[src/rtl/mem_arbiter_pkg.sv]
`default_nettype none
// ============================================================================
// Module : mem_arbiter_pkg
// Brief  : Shared state/owner encodings and arbitration defaults.
// Rev    : 1.0
// ============================================================================
package mem_arbiter_pkg;

    typedef logic [1:0] arb_state_t;

    localparam arb_state_t c_ST_IDLE = 2'd0;
    localparam arb_state_t c_ST_CORE = 2'd1;
    localparam arb_state_t c_ST_DBG  = 2'd2;

    typedef enum logic [1:0] {
        OWN_NONE = 2'd0,
        OWN_CORE = 2'd1,
        OWN_DBG  = 2'd2
    } owner_t;

    localparam int c_DEF_STARVE_LIMIT = 8;
    localparam int c_DEF_MAX_BURST    = 4;

    function automatic owner_t f_state_owner(input arb_state_t st);
        case (st)
            c_ST_CORE: return OWN_CORE;
            c_ST_DBG:  return OWN_DBG;
            default:   return OWN_NONE;
        endcase
    endfunction

endpackage
`default_nettype wire

[src/rtl/mem_arbiter_starve_counter.sv]
`default_nettype none
// ============================================================================
// Module : arb_starve_counter
// Brief  : Saturating 4-bit count of cycles the loader has waited ungranted.
// Rev    : 1.0
// ============================================================================
module arb_starve_counter #(
    parameter int LIMIT = 8
) (
    input  logic clk,
    input  logic rst_n,
    input  logic i_req,
    input  logic i_granted,
    output logic o_starved
);

    localparam logic [3:0] c_LIMIT = 4'(LIMIT);

    logic [3:0] r_cnt;

    always_ff @(posedge clk or negedge rst_n) begin
        if (!rst_n) begin
            r_cnt <= 4'd0;
        end else if (!i_req || i_granted) begin
            r_cnt <= 4'd0;
        end else if (r_cnt != c_LIMIT) begin
            r_cnt <= r_cnt + 4'd1;
        end
    end

    assign o_starved = (r_cnt == c_LIMIT);

endmodule
`default_nettype wire

[src/rtl/mem_arbiter.sv]
`default_nettype none
// ============================================================================
// Module : mem_arbiter
// Brief  : Two-port (core / debug loader) arbiter onto a single memory port.
// Rev    : 1.0
// ============================================================================
module mem_arbiter
    import mem_arbiter_pkg::*;
#(
    parameter int DATA_W       = 16,
    parameter int STARVE_LIMIT = c_DEF_STARVE_LIMIT,
    parameter int MAX_BURST    = c_DEF_MAX_BURST
) (
    input  logic              clk,
    input  logic              rst_n,

    input  logic              i_core_req,
    input  logic              i_core_we,
    input  logic [DATA_W-1:0] i_core_addr,
    input  logic [DATA_W-1:0] i_core_wdata,
    output logic              o_core_gnt,
    output logic              o_core_rvalid,
    output logic [DATA_W-1:0] o_core_rdata,
    output logic              o_core_stall,

    input  logic              i_dbg_req,
    input  logic              i_dbg_we,
    input  logic              i_dbg_lock,
    input  logic [DATA_W-1:0] i_dbg_addr,
    input  logic [DATA_W-1:0] i_dbg_wdata,
    output logic              o_dbg_gnt,
    output logic              o_dbg_rvalid,
    output logic [DATA_W-1:0] o_dbg_rdata,

    output logic              o_mem_en,
    output logic              o_mem_we,
    output logic [DATA_W-1:0] o_mem_addr,
    output logic [DATA_W-1:0] o_mem_wdata,
    input  logic [DATA_W-1:0] i_mem_rdata
);

    localparam logic [3:0] c_MAX_BURST = 4'(MAX_BURST);

    arb_state_t        r_state;
    logic              r_core_gnt;
    logic              r_dbg_gnt;
    logic              r_mem_en;
    logic              r_mem_we;
    logic [DATA_W-1:0] r_mem_addr;
    logic [DATA_W-1:0] r_mem_wdata;
    logic [3:0]        r_burst_cnt;
    logic              r_core_rvalid;
    logic              r_dbg_rvalid;
    logic [DATA_W-1:0] r_core_rdata;
    logic [DATA_W-1:0] r_dbg_rdata;

    logic              w_starved;
    logic              w_burst_active;
    logic              w_dbg_win;
    logic              w_core_win;
    logic [3:0]        w_burst_inc;
    owner_t            w_rd_owner;

    // A burst only keeps the loader in front while it is still asking with lock high.
    assign w_burst_active = (r_burst_cnt != 4'd0) && i_dbg_req && i_dbg_lock;
    assign w_dbg_win      = i_dbg_req && (!i_core_req || w_starved || w_burst_active);
    assign w_core_win     = i_core_req && !w_dbg_win;
    assign w_burst_inc    = r_burst_cnt + 4'd1;
    assign w_rd_owner     = r_mem_we ? OWN_NONE : f_state_owner(r_state);

    arb_starve_counter #(
        .LIMIT     (STARVE_LIMIT)
    ) u_starve (
        .clk       (clk),
        .rst_n     (rst_n),
        .i_req     (i_dbg_req),
        .i_granted (w_dbg_win),
        .o_starved (w_starved)
    );

    always_ff @(posedge clk or negedge rst_n) begin
        if (!rst_n) begin
            r_state     <= c_ST_IDLE;
            r_core_gnt  <= 1'b0;
            r_dbg_gnt   <= 1'b0;
            r_mem_en    <= 1'b0;
            r_mem_we    <= 1'b0;
            r_mem_addr  <= '0;
            r_mem_wdata <= '0;
        end else if (w_core_win) begin
            r_state     <= c_ST_CORE;
            r_core_gnt  <= 1'b1;
            r_dbg_gnt   <= 1'b0;
            r_mem_en    <= 1'b1;
            r_mem_we    <= i_core_we;
            r_mem_addr  <= i_core_addr;
            r_mem_wdata <= i_core_wdata;
        end else if (w_dbg_win) begin
            r_state     <= c_ST_DBG;
            r_core_gnt  <= 1'b0;
            r_dbg_gnt   <= 1'b1;
            r_mem_en    <= 1'b1;
            r_mem_we    <= i_dbg_we;
            r_mem_addr  <= i_dbg_addr;
            r_mem_wdata <= i_dbg_wdata;
        end else begin
            r_state     <= c_ST_IDLE;
            r_core_gnt  <= 1'b0;
            r_dbg_gnt   <= 1'b0;
            r_mem_en    <= 1'b0;
            r_mem_we    <= 1'b0;
        end
    end

    // Reaching MAX_BURST closes the burst so the core gets the next slot.
    always_ff @(posedge clk or negedge rst_n) begin
        if (!rst_n) begin
            r_burst_cnt <= 4'd0;
        end else if (w_dbg_win && i_dbg_lock) begin
            r_burst_cnt <= (w_burst_inc == c_MAX_BURST) ? 4'd0 : w_burst_inc;
        end else begin
            r_burst_cnt <= 4'd0;
        end
    end

    always_ff @(posedge clk or negedge rst_n) begin
        if (!rst_n) begin
            r_core_rvalid <= 1'b0;
            r_dbg_rvalid  <= 1'b0;
            r_core_rdata  <= '0;
            r_dbg_rdata   <= '0;
        end else begin
            r_core_rvalid <= (w_rd_owner == OWN_CORE);
            r_dbg_rvalid  <= (w_rd_owner == OWN_DBG);
            if (r_core_rvalid) begin
                r_core_rdata <= i_mem_rdata;
            end
            if (r_dbg_rvalid) begin
                r_dbg_rdata <= i_mem_rdata;
            end
        end
    end

    // Read data arrives from memory in the rvalid cycle; the registers keep it afterwards.
    assign o_core_rdata  = r_core_rvalid ? i_mem_rdata : r_core_rdata;
    assign o_dbg_rdata   = r_dbg_rvalid  ? i_mem_rdata : r_dbg_rdata;
    assign o_core_rvalid = r_core_rvalid;
    assign o_dbg_rvalid  = r_dbg_rvalid;
    assign o_core_gnt    = r_core_gnt;
    assign o_dbg_gnt     = r_dbg_gnt;
    assign o_core_stall  = i_core_req && !r_core_gnt;
    assign o_mem_en      = r_mem_en;
    assign o_mem_we      = r_mem_we;
    assign o_mem_addr    = r_mem_addr;
    assign o_mem_wdata   = r_mem_wdata;

endmodule
`default_nettype wire
[config.mk]
export PLATFORM = sky130hd
export DESIGN_NAME = mem_arbiter
export DESIGN_NICKNAME = d
export VERILOG_FILES = /design/src/rtl/mem_arbiter_pkg.sv /design/src/rtl/mem_arbiter_starve_counter.sv /design/src/rtl/mem_arbiter.sv
export SDC_FILE = /design/constraint.sdc
export NUM_CORES = 1
export LEC_CHECK = 0
export CORE_ASPECT_RATIO = 1.2
export CORE_MARGIN = 1.5
export CORE_UTILIZATION = 42
export DETAILED_ROUTE_END_ITERATION = 10
export PLACE_DENSITY = 0.81
export SLEW_MARGIN = 20
export SYNTH_ARGS = -nofsm -noshare
export SYNTH_HDL_FRONTEND = slang
export SYNTH_SLANG_ARGS = --single-unit
[constraint.sdc]
create_clock -name clk -period 2 [get_ports clk]
set_input_delay 0.6 -clock clk [delete_from_list [all_inputs] [get_ports clk]]
set_output_delay 0.6 -clock clk [all_outputs]
set_load 0.005 [all_outputs]
# After elaboration in Yosys (flattened, before gate mapping)
# Cells that the tools add are included.
[totals] regBits=80 latch_bits=0 ram_bits=0 romBits=0 n_memories=0
[op_classes] addsub=2 mul=0 n_div=0 magnitude_cmp=0 eq_ne=7 shift=0 n_mux=20 bitwise=0 n_reduce_logical=16
[op_table] op="$mux W16" count=6
[op_table] op="$mux W4" count=4
[op_table] op="$add A4 B1 Y4 const B" count=2
[op_table] op="$logic_and A1 B1 Y1" count=6
[op_table] op="$mux W1" count=6
[op_table] op="$mux W2" count=3
[op_table] op="$eq A2 B1 Y1 const B" count=2
[op_table] op="$eq A2 B2 Y1 const B" count=2
[op_table] op="$eq A4 B3 Y1 const B" count=1
[op_table] op="$eq A4 B4 Y1 const B" count=1
[op_table] op="$logic_not A1 Y1" count=4
[op_table] op="$ne A4 B4 Y1 const B" count=1
[op_table] op="$pmux W2 S2" count=1
[op_table] op="$reduce_bool A2 Y1" count=2
[op_table] op="$reduce_bool A4 Y1" count=1
[op_table] op="$logic_or A1 B1 Y1" count=3

# Logic depth before layout (Yosys ltp)
# Gate-level depths: netlist (run 1).
[depth] word_depth=8 mapped_depth=7 mapped_depth_nobuf=6

# Hierarchy
# Synthesis (run 1) repeated with hierarchy kept, for this count alone.
[hier_totals] cells_unflattened=234 area_unflattened_um2=3590.9
[by_module_without_submodules] mod="mem_arbiter" n_inst=1 cells_each=212 area_per_inst_um2=3323.2
[by_module_without_submodules] mod="arb_starve_counter" n_inst=1 cells_each=22 area_per_inst_um2=267.8

# Least setup slack after synthesis (run 1)
# Ideal clock, no wire load.
[synth_path] path_kind="reg-to-output" startpoint="register r_core_rvalid (netlist: o_core_rvalid)" endpoint="output port o_core_rdata[10]" arrival_time_ps=1205 setup_slack_ps=195 path_stages_with_launch=4 path_buffers=2 cell_sequence="dfrtp_1 -> clkbuf_1 -> buf_2 -> mux2_2"
[synth_between] elab_chain_cells=1
[synth_rtl] item="start, declared" line="mem_arbiter.sv:52" rtl="logic r_core_rvalid;"
[synth_rtl] item="start signal, assigned" line="mem_arbiter.sv:133" rtl="r_core_rvalid <= (w_rd_owner == OWN_CORE);"
[synth_rtl] item="$mux W16"
[synth_rtl] item="end, declared" line="mem_arbiter.sv:23" rtl="output logic [DATA_W-1:0] o_core_rdata,"
# Every way passes these cells.

# Worst setup path after layout (run 1)
[layout_path] startpoint="register r_dbg_rvalid (netlist: o_dbg_rvalid)" endpoint="output port o_dbg_rdata[3]"
[layout_between] elab_chain_cells=1
[layout_rtl] item="start, declared" line="mem_arbiter.sv:53" rtl="logic r_dbg_rvalid;"
[layout_rtl] item="start signal, assigned" line="mem_arbiter.sv:134" rtl="r_dbg_rvalid <= (w_rd_owner == OWN_DBG);"
[layout_rtl] item="$mux W16"
[layout_rtl] item="end, declared" line="mem_arbiter.sv:33" rtl="output logic [DATA_W-1:0] o_dbg_rdata,"
# Every way passes these cells.

==> out/qor.txt, run 1 <==
Run status -> finished, violations left
Failing checks -> negative setup slack
#FFs+latches synth -> 78
Overall via count from detail_route -> 2520
Sink count of the clock tree -> 78
CTS tree -> built
Max transition margin -> 75.0%
Wire length of the first global-routing pass -> 13000 µm
Final Worst Setup Slack -> -0.131 ns
Global-route usage over all layers -> 19.1%
Number of iterations in the first detailed-routing pass -> 4
CTS H-tree depth -> 3
Required time of the critical path -> 1.40 ns
DP HPWL -> 6100 µm
Synthesized area per cell -> 15.5 µm²
Setup repair after global routing missed its margin -> true
Largest incremental delay on the critical path -> 0.45 ns
Clock tree skew after final layout -> 0.0130 ns
Startpoint type of the worst setup path -> flip-flop
Clock transition at the registers of the reported paths -> 0.09 ns
Leakage power -> 0.00266 µW
Transition at the pin with the smallest max-transition slack -> 0.376 ns
Vias in the first global route -> 2601
Worst hold-check path type -> input pin to async pin
Total setup violations reported at the end of the flow -> 18
Synthesis-to-finish area growth -> 64.4%
Initial cell density of the core -> 43.3%
Chain of cells forming the critical path -> clkbuf_16 > buf_6 > mux2_4 > buf_6
Hold Fails Final Rpt -> 0
CP most frequent cell -> sky130_fd_sc_hd__buf_6
Num ports -> 158
Proportion of synthesized chip area in sequential cells -> 55.3%
Horizontal die dimension -> 86.7 µm
Synth Warn # -> 0
Site Rows -> 36
Post-route cell area -> 0.00580 mm²
Maximum number of pins on one net before global-route repair -> 28
Minimum clock period after layout -> 2.13 ns
Post-Route Hold Slack -> 0.163 ns
Max Fanout on Critical Path -> 8
Largest voltage drop on the vdd net -> 0.423 mV
Number of CTS-inserted buffers -> 9
Clock Latency Late Sink -> 0.35 ns
Achievable clock frequency -> 0.469 GHz
Number of library cell types mapped by synthesis -> 31
Die Outline Area -> 0.00896 mm²
Final Max Tran Viols -> 0
Maximum number of buffers from clock root to sink -> 2
DR WL/cell -> 16.6 µm
Post-DR vias/cell -> 4.74
Cell area after synthesis -> 0.00353 mm²
Net count, final -> 504
Number of antenna violations at the first check in global routing -> 0
Nets in the synthesized netlist -> 318
Final period utilization -> 107%
Arrival time of data at the critical path endpoint -> 1.53 ns
Count of mapped cells out of synthesis -> 227
Number of buffers added on ports -> 157
Placeable Area -> 0.00815 mm²
Type of destination of the critical path -> output port
Master of the slowest instance on the critical path -> sky130_fd_sc_hd__dfrtp_2
Crit Path Category -> flip-flop to output port
DRC -> 0
Max_cap viols -> 0
Power per cell area -> 773 mW/mm²
Y dimension of the die -> 103 µm
Global placement routability congestion -> 0.721
Number of antenna repair diodes -> 0
Routed Antenna Nets -> 0
Fraction of layout cells with a size suffix above 1 -> 43.3%
Violation count after the first detailed-route iteration -> 30
Cell area reported after detailed placement -> 0.00533 mm²
GR Overflow Total -> 0
Post-Route WL -> 8810 µm
Root buffer cell -> sky130_fd_sc_hd__clkbuf_8
Utilization after layout -> 71.2%
synth_stat cells (all sizes together):
| cell | number | area [µm²] |
|---|---|---|
| inv | 6 | 22.5 |
| nand3b | 2 | 15.0 |
| buf | 9 | 67.6 |
| a32o | 1 | 10.0 |
| o2bb2ai | 1 | 8.76 |
| and3 | 2 | 12.5 |
| mux2 | 96 | 1190 |
| nor3b | 4 | 41.3 |
| nor2b | 1 | 6.26 |
| nor3 | 4 | 20.0 |
| a21oi | 1 | 5.00 |
| xor2 | 1 | 8.76 |
| nand4b | 1 | 8.76 |
| dfrtp | 78 | 1950 |
| nand2b | 1 | 6.26 |
| ha | 4 | 50.1 |
| o21ai | 1 | 5.00 |
| or2 | 1 | 6.26 |
| nand3 | 2 | 10.0 |
| o211ai | 2 | 28.8 |
| and2 | 1 | 6.26 |
| nand2 | 3 | 13.8 |
| nor4b | 1 | 8.76 |
| xnor2 | 2 | 17.5 |
| clkbuf | 2 | 7.51 |
worst paths after layout:
check / endpoint / slack [ns] / depth (start not counted) / from
worst min register to register: o_core_rvalid$_DFF_PN0_ / 0.44 / 1 / o_dbg_gnt$_DFF_PN0_
worst max register to register: o_mem_wdata[13]$_DFFE_PN0P_ / 0.26 / 6 / r_burst_cnt[0]$_DFF_PN0_
worst max-delay path: o_dbg_rdata[3] / -0.13 / 4 / o_dbg_rvalid$_DFF_PN0_
worst min-delay path: r_dbg_rdata[15]$_DFF_PN0_ / 0.16 / 1 / rst_n
max in group asynchronous: r_core_rdata[11]$_DFF_PN0_ / 1.26 / 2 / rst_n
min in group clk: o_core_rvalid$_DFF_PN0_ / 0.44 / 1 / o_dbg_gnt$_DFF_PN0_
layer usage:
metal	up-vias	wire length, µm	track usage [%]
met5	-	0	0
met1	1233	3310	20.5
met4	0	91	5.96
met3	7	533	5.71
li1	1180	-	-
met2	100	4880	35.9
metrics by stage:
step | instances | setup TNS, ns | setup WS [ns] | total power [µW]
3_5_place_dp | 500 | -15.97 | -0.369 | 3160
2_1_floorplan | 227 | 0 | 0.195 | 2380
5_1_grt | 532 | -2.30 | -0.176 | 4710
6_report | 532 | -1.08 | -0.131 | 4480
3_3_place_gp | 500 | -14.59 | -0.366 | 3120
4_1_cts | 522 | -2.79 | -0.155 | 4390
cell families after synthesis:
family	after synthesis	share of synthesized area, %
AOI/OAI and AO/OA	6	1.63
muxes	96	33.7
DFF	78	55.3
xor gates and xnor gates	3	0.745
buffers and inverters	17	2.77
adders and majority gates	4	1.42
and+or+nand+nor	23	4.40
placed cells by master (no fill, tap or decap), drive strengths merged:
master,Yosys,final
nor4b,1,1
o21ai,1,1
nor3,4,4
clkbuf,2,20
bufinv,0,1
dlymetal6s2s,0,6
and3,2,2
o211ai,2,2
ha,4,4
clkinvlp,0,3
nand2b,1,1
mux2,96,96
clkdlybuf4s50,0,106
o2bb2ai,1,1
inv,6,7
nand3,2,2
dfrtp,78,78
dlygate4sd2,0,10
a32o,1,1
nand2,3,3
nor2b,1,1
xor2,1,1
nand3b,2,2
a21oi,1,1
or2,1,1
and2,1,1
nor3b,4,4
nand4b,1,1
buf,9,54
xnor2,2,2
clkinv,0,1
sequential cells by signal, indices dropped and copies added (netlist names):
register        cells
o_mem_addr         16
o_mem_wdata        16
r_dbg_rdata        16
r_burst_cnt         4
o_core_rvalid       1
o_dbg_rvalid        1
o_mem_we            1
r_state             1
o_mem_en            1
u_starve.r_cnt      4
o_dbg_gnt           1
r_core_rdata       16
critical path, delay by kind of cell (launching register included):
family                 cells  cell delay (ns)
DFF                        1             0.45
muxes                      1             0.31
buffers and inverters      3             0.44
area by class of cell:
type                    count  area [µm²]
flip-flops and latches     78        1950
clock buffers              10         128
fillers                   572        2350
multi-input cells         132        1590
inverters                   6        22.5
clock inverters             6        70.1
well taps                 114         143
repair buffers            186        1900
power breakdown:
group,switching (µW),internal (µW)
Combinational,432,973
Sequential,95.4,1810
Clock,592,583
timing repair:
item	4_1_cts	5_1_grt
setup endpoints to repair	35	33
gates resized for setup	144	49
cloned	2	1
hold buffers	0	0
buffers inserted	4	10
No activity file was read; power rests on OpenSTA's default activity.
==> inputs of run 2 (changes only) <==
--- a/config.mk
+++ b/config.mk
@@ -7,9 +7,10 @@
 export LEC_CHECK = 0
 export CORE_ASPECT_RATIO = 1.2
 export CORE_MARGIN = 1.5
-export CORE_UTILIZATION = 42
+export CORE_UTILIZATION = 43
+export CTS_BUF_LIST = sky130_fd_sc_hd__clkbuf_8
 export DETAILED_ROUTE_END_ITERATION = 10
-export PLACE_DENSITY = 0.81
+export PLACE_DENSITY = 0.82
 export SLEW_MARGIN = 20
 export SYNTH_ARGS = -nofsm -noshare
 export SYNTH_HDL_FRONTEND = slang
==> out/qor.txt, run 2 (synthesized netlist as in run 1, its figures left out) <==
Max_cap viols -> 0 (unchanged)
Met1 GRT Util -> 21.3% (+0.87 points)
Horizontal die dimension -> 85.7 µm (-1.1%)
Maximum number of buffers from clock root to sink -> 2 (unchanged)
Cell area reported after detailed placement -> 0.00530 mm² (-0.59%)
Number of antenna repair diodes -> 0 (unchanged)
Setup repair after global routing missed its margin -> true
TNS Setup -> -1.61 ns (-0.531 ns)
Worst hold-check path type -> input pin to async pin
Total setup violations reported at the end of the flow -> 27 (+9)
Maximum number of pins on one net before global-route repair -> 33 (+18%)
Global placement routability congestion -> 0.734 (+1.8%)
Required time of the critical path -> 1.40 ns (about the same)
Post-Route WL -> 9280 µm (+5.3%)
Die Outline Area -> 0.00876 mm² (-2.3%)
Top Usage Layer GRT -> met2
Clock tree skew after final layout -> 0.00891 ns (-0.00413 ns)
CTS tree -> built
Crit Path Category -> flip-flop to output port
Most used cells in the layout excluding fill and tap cells -> sky130_fd_sc_hd__clkdlybuf4s50_1, sky130_fd_sc_hd__dfrtp_1, sky130_fd_sc_hd__mux2_4
Most common cell after layout, fill and taps aside -> sky130_fd_sc_hd__clkdlybuf4s50_1
Final Worst Setup Slack -> -0.110 ns (+0.0212 ns)
Net count, final -> 501 (-0.60%)
Type of destination of the critical path -> output port
Initial cell density of the core -> 43.8% (+0.48 points)
Post-DR vias/cell -> 5.01 (+5.8%)
Number of buffers added on ports -> 157 (unchanged)
Fraction of layout cells with a size suffix above 1 -> 42.9% (-0.41 points)
Num ports -> 158 (unchanged)
Post-Route Hold Slack -> 0.151 ns (-0.0120 ns)
Routed Antenna Nets -> 0 (unchanged)
Synthesis-to-finish area growth -> 63.1%
Wire length of the first global-routing pass -> 13800 µm (+5.9%)
CTS H-tree depth -> 3 (unchanged)
Number of iterations in the first detailed-routing pass -> 4 (unchanged)
Number of antenna violations at the first check in global routing -> 0 (unchanged)
Minimum clock period after layout -> 2.11 ns (-0.0212 ns)
Global-route track usage on met2 -> 38.9% (+3.0 points)
Number of CTS-inserted buffers -> 9 (unchanged)
Number of buffers inserted for hold repair after clock tree synthesis -> 0 (unchanged)
Achievable clock frequency -> 0.474 GHz (+1.0%)
DRC -> 0 (unchanged)
Met3 usage -> 5.82% (+0.10 points)
Site Rows -> 36 (unchanged)
Power per cell area -> 782 mW/mm² (+1.1%)
Transition at the pin with the smallest max-transition slack -> 0.372 ns (-0.00356 ns)
Vias in the first global route -> 2825 (+8.6%)
Global-route usage over all layers -> 20.8% (+1.7 points)
Root buffer cell -> sky130_fd_sc_hd__clkbuf_8
Final period utilization -> 106% (-1.1 points)
Final Max Tran Viols -> 0 (unchanged)
Y dimension of the die -> 102 µm (-1.1%)
Overall via count from detail_route -> 2557 (+1.5%)
Number of standard cells in the layout, taps in and fillers out -> 510 (-4.1%)
Max Fanout on Critical Path -> 8 (unchanged)
Clock Latency Late Sink -> 0.35 ns (about the same)
Max transition margin -> 75.2% (+0.24 points)
Largest voltage drop on the vdd net -> 0.454 mV (+7.2%)
DR WL/cell -> 18.2 µm (+9.8%)
Worst R2R Path Depth -> 6 (unchanged)
Sink count of the clock tree -> 78 (unchanged)
Leakage power -> 0.00263 µW (-1.3%)
Startpoint type of the worst setup path -> flip-flop
Violation count after the first detailed-route iteration -> 44 (+47%)
Placed Cells incl. Taps -> 480 (-4.0%)
Placeable Area -> 0.00806 mm² (-1.1%)
Post-route cell area -> 0.00575 mm² (-0.82%)
Failing checks -> negative setup slack
Hold Fails Final Rpt -> 0 (unchanged)
Clock transition at the registers of the reported paths -> 0.08 ns (about the same)
GR Overflow Total -> 0 (unchanged)
Run status -> finished, violations left
DP HPWL -> 6310 µm (+3.5%)
Arrival time of data at the critical path endpoint -> 1.51 ns (-0.02 ns)
run 2: changes by cell type in the layout (fill, tap and decap cells not counted), moves of 2 or more:
cell	previous run	this run
sky130_fd_sc_hd__clkdlybuf4s50_1	106	113
sky130_fd_sc_hd__dlymetal6s2s_1	6	4
sky130_fd_sc_hd__buf_2	3	5
sky130_fd_sc_hd__dlygate4sd2_1	10	5
sky130_fd_sc_hd__buf_4	19	16
sky130_fd_sc_hd__buf_6	24	22
run 2: path summary, 6_finish.rpt:
kind	from	end	slack [ns]
max in group asynchronous	rst_n	o_mem_addr[13]$_DFFE_PN0P_	1.22
worst max-delay path	o_dbg_rvalid$_DFF_PN0_	o_dbg_rdata[5]	-0.11
worst min-delay path	rst_n	r_dbg_rdata[2]$_DFF_PN0_	0.15
min in group clk	o_dbg_gnt$_DFF_PN0_	o_core_rvalid$_DFF_PN0_	0.45
worst min register to register	o_dbg_gnt$_DFF_PN0_	o_core_rvalid$_DFF_PN0_	0.45
worst max register to register	r_burst_cnt[0]$_DFF_PN0_	o_mem_wdata[13]$_DFFE_PN0P_	0.26
run 2: layer usage:
layer | wire, µm | up-vias | share of wire (%)
met5 | 0 | - | 0
met4 | 276 | 0 | 3.0
met3 | 608 | 20 | 6.6
met2 | 5020 | 114 | 54
met1 | 3370 | 1253 | 36
li1 | - | 1170 | -
run 2: worst max-delay path, stage by stage (launching register included):
cell	delay, ns
sky130_fd_sc_hd__dfrtp_2	0.44
sky130_fd_sc_hd__buf_12	0.14
sky130_fd_sc_hd__buf_16	0.14
sky130_fd_sc_hd__mux2_4	0.31
sky130_fd_sc_hd__buf_6	0.12
run 2: through the flow:
stage | utilization (%) | worst slack [ns] | total power, µW
finish | 71.4 | -0.110 | 4500
global route | 71.4 | -0.158 | 4720
CTS | 70.1 | -0.168 | 4430
detailed placement | 65.8 | -0.374 | 3170
global placement | 65.8 | -0.354 | 3120
floorplan | - | 0.195 | 2380
run 2: layout make-up:
| class | count | area [µm²] |
|---|---|---|
| timing repair buffer | 183 | 1880 |
| tap | 95 | 119 |
| sequential | 78 | 1950 |
| multi-input combinational | 132 | 1580 |
| clock buffer | 9 | 124 |
| inverter | 6 | 22.5 |
| clock inverter | 7 | 75.1 |
| fill | 549 | 2310 |
run 2: power by group:
group	switching, µW	internal (µW)
Combinational	443	962
Clock	605	580
Sequential	98.7	1810
run 2: repair_timing:
item,in CTS,in global routing
gates cloned,2,2
endpoints found under the setup margin,35,32
gates resized for setup,134,51
buffers inserted,6,5
==> inputs of run 3 (changes only) <==
--- a/config.mk
+++ b/config.mk
@@ -10,7 +10,7 @@
 export CORE_UTILIZATION = 43
 export CTS_BUF_LIST = sky130_fd_sc_hd__clkbuf_8
 export DETAILED_ROUTE_END_ITERATION = 10
-export PLACE_DENSITY = 0.82
+export PLACE_DENSITY = 0.93
 export SLEW_MARGIN = 20
 export SYNTH_ARGS = -nofsm -noshare
 export SYNTH_HDL_FRONTEND = slang
==> out/qor.txt, run 3 (synthesized netlist as in run 1, its figures left out) <==
Global placement routability congestion -> 0.768 (+4.6%)
Clock transition at the registers of the reported paths -> 0.08 ns (about the same)
Violation count after the first detailed-route iteration -> 53 (+20%)
Placed Cells incl. Taps -> 479 (-0.21%)
Setup slack of the worst register-to-register path -> 0.27 ns (about the same)
Routed Antenna Nets -> 0 (unchanged)
CTS tree -> built
Worst slack at placement -> -0.392 ns (-0.0181 ns)
Worst hold-check path type -> input pin to async pin
Number of iterations in the first detailed-routing pass -> 4 (unchanged)
Power per cell area -> 789 mW/mm² (+0.92%)
Number of antenna repair diodes -> 0 (unchanged)
Hold Fails Final Rpt -> 0 (unchanged)
Y dimension of the die -> 102 µm (unchanged)
Final Max Tran Viols -> 0 (unchanged)
Minimum clock period after layout -> 2.07 ns (-0.0386 ns)
Placeable Area -> 0.00806 mm² (unchanged)
Required time of the critical path -> 1.40 ns (about the same)
Number of buffers inserted for hold repair after clock tree synthesis -> 0 (unchanged)
Die Outline Area -> 0.00876 mm² (unchanged)
Num ports -> 158 (unchanged)
Max transition margin -> 72.5% (-2.7 points)
Setup repair after global routing missed its margin -> true
Fill cell total of the finished layout -> 564 (+2.7%)
Max_cap viols -> 0 (unchanged)
GR Overflow Total -> 0 (unchanged)
Vias in the first global route -> 2688 (-4.8%)
TNS Setup -> -0.532 ns (+1.07 ns)
Leakage power -> 0.00258 µW (-1.9%)
Horizontal die dimension -> 85.7 µm (unchanged)
Type of destination of the critical path -> output port
Crit Path Category -> flip-flop to output port
Initial cell density of the core -> 43.8% (unchanged)
DP HPWL -> 6400 µm (+1.3%)
CTS H-tree depth -> 3 (unchanged)
Number of antenna violations at the first check in global routing -> 0 (unchanged)
DR WL/cell -> 17.9 µm (-1.5%)
Synthesis-to-finish area growth -> 60.1%
Most common cell after layout, fill and taps aside -> sky130_fd_sc_hd__clkdlybuf4s50_1
Most used cells in the layout excluding fill and tap cells -> sky130_fd_sc_hd__clkdlybuf4s50_1, sky130_fd_sc_hd__dfrtp_1, sky130_fd_sc_hd__mux2_4
Net count, final -> 494 (-1.4%)
Post-Route Hold Slack -> 0.181 ns (+0.0306 ns)
Root buffer cell -> sky130_fd_sc_hd__clkbuf_8
Maximum number of pins on one net before global-route repair -> 49 (+48%)
Post-DR vias/cell -> 5.03 (+0.36%)
Number of buffers added on ports -> 157 (unchanged)
Largest voltage drop on the vdd net -> 0.465 mV (+2.5%)
Run status -> finished, violations left
Fraction of layout cells with a size suffix above 1 -> 41.9% (-0.98 points)
Post-Route WL -> 9010 µm (-2.9%)
Clock tree skew after final layout -> 0.0119 ns (+0.00299 ns)
Max Fanout on Critical Path -> 16 (+8)
Final period utilization -> 104% (-1.9 points)
Clock Latency Late Sink -> 0.34 ns (about the same)
Total setup violations reported at the end of the flow -> 16 (-41%)
Number of standard cells in the layout, taps in and fillers out -> 503 (-1.4%)
Overall via count from detail_route -> 2531 (-1.0%)
Maximum number of buffers from clock root to sink -> 2 (unchanged)
Final Worst Setup Slack -> -0.0716 ns (+0.0386 ns)
Global-route usage over all layers -> 19.0% (-1.7 points)
Wire length of the first global-routing pass -> 12900 µm (-5.9%)
Startpoint type of the worst setup path -> flip-flop
Site Rows -> 36 (unchanged)
Arrival time of data at the critical path endpoint -> 1.47 ns (-0.04 ns)
Failing checks -> negative setup slack
Sink count of the clock tree -> 78 (unchanged)
Transition at the pin with the smallest max-transition slack -> 0.412 ns (+0.0399 ns)
DRC -> 0 (unchanged)
Achievable clock frequency -> 0.483 GHz (+1.9%)
Number of CTS-inserted buffers -> 9 (unchanged)
-- run 3: cell count changes in the layout (fill, tap and decap cells not counted), sizes merged --
cell           previous run  this run
clkdlybuf4s50           113       103
buf                      51        37
dlygate4sd2               5        19
clkbuf                   19        26
clkdlybuf4s15             0         1
clkinvlp                  2         1
dlymetal6s2s              4         0
-- run 3: routing by layer --
layer	share of wire (%)	global-route usage, %	wire (µm)
met1	37	21.6	3370
met4	1.8	7.07	166
met2	55	34.9	4990
met5	0	0	0
met3	5.4	4.28	488
-- run 3: report_power, final --
| group | internal [µW] | switching (µW) | total, µW | leakage, µW |
|---|---|---|---|---|
| Sequential | 1810 | 97.9 | 1910 | 0.000934 |
| Combinational | 902 | 430 | 1330 | 0.00154 |
| Clock | 620 | 598 | 1220 | 0.000103 |
-- run 3: what timing repair did --
item                                    in CTS  in global routing
endpoints found under the setup margin      35                 31
cloned                                       0                  2
setup buffers                                3                  3
gates resized for setup                    147                 37
-- run 3: worst paths after layout --
check | from | end | depth (start not counted)
hold / removal | rst_n | r_core_rdata[0]$_DFF_PN0_ | 1
max in group asynchronous | rst_n | o_mem_wdata[5]$_DFFE_PN0P_ | 2
setup reg to reg | r_burst_cnt[0]$_DFF_PN0_ | o_mem_wdata[12]$_DFFE_PN0P_ | 6
setup / recovery | o_core_rvalid$_DFF_PN0_ | o_core_rdata[9] | 4
hold reg to reg | o_dbg_gnt$_DFF_PN0_ | o_core_rvalid$_DFF_PN0_ | 1
min in group clk | o_dbg_gnt$_DFF_PN0_ | o_core_rvalid$_DFF_PN0_ | 1
-- run 3: area by class of cell --
type | instances | area [µm²] | area share [%]
Timing Repair Buffer | 176 | 1750 | 30.9
Clock inverter | 6 | 68.8 | 1.22
Multi-Input combinational cell | 132 | 1600 | 28.3
Sequential cell | 78 | 1950 | 34.6
Clock buffer | 10 | 138 | 2.44
Tap cell | 95 | 119 | 2.10
Inverter | 6 | 22.5 | 0.399
-- run 3: per-stage QoR --
| stage | utilization [%] | total power, µW | area (µm²) |
|---|---|---|---|
| finish | 70.0 | 4460 | 5650 |
| global route | 70.0 | 4660 | 5650 |
| CTS | 68.9 | 4390 | 5560 |
| detailed placement | 65.7 | 3170 | 5290 |
| global placement | 65.7 | 3110 | 5290 |
| floorplan | - | 2380 | 3530 |
-- run 3: worst max-delay path: stages (launching register included) --
cell and delay [ns]:
sky130_fd_sc_hd__dfrtp_1 0.40, sky130_fd_sc_hd__buf_12 0.17, sky130_fd_sc_hd__buf_6 0.13, sky130_fd_sc_hd__mux2_4 0.31, sky130_fd_sc_hd__buf_6 0.12
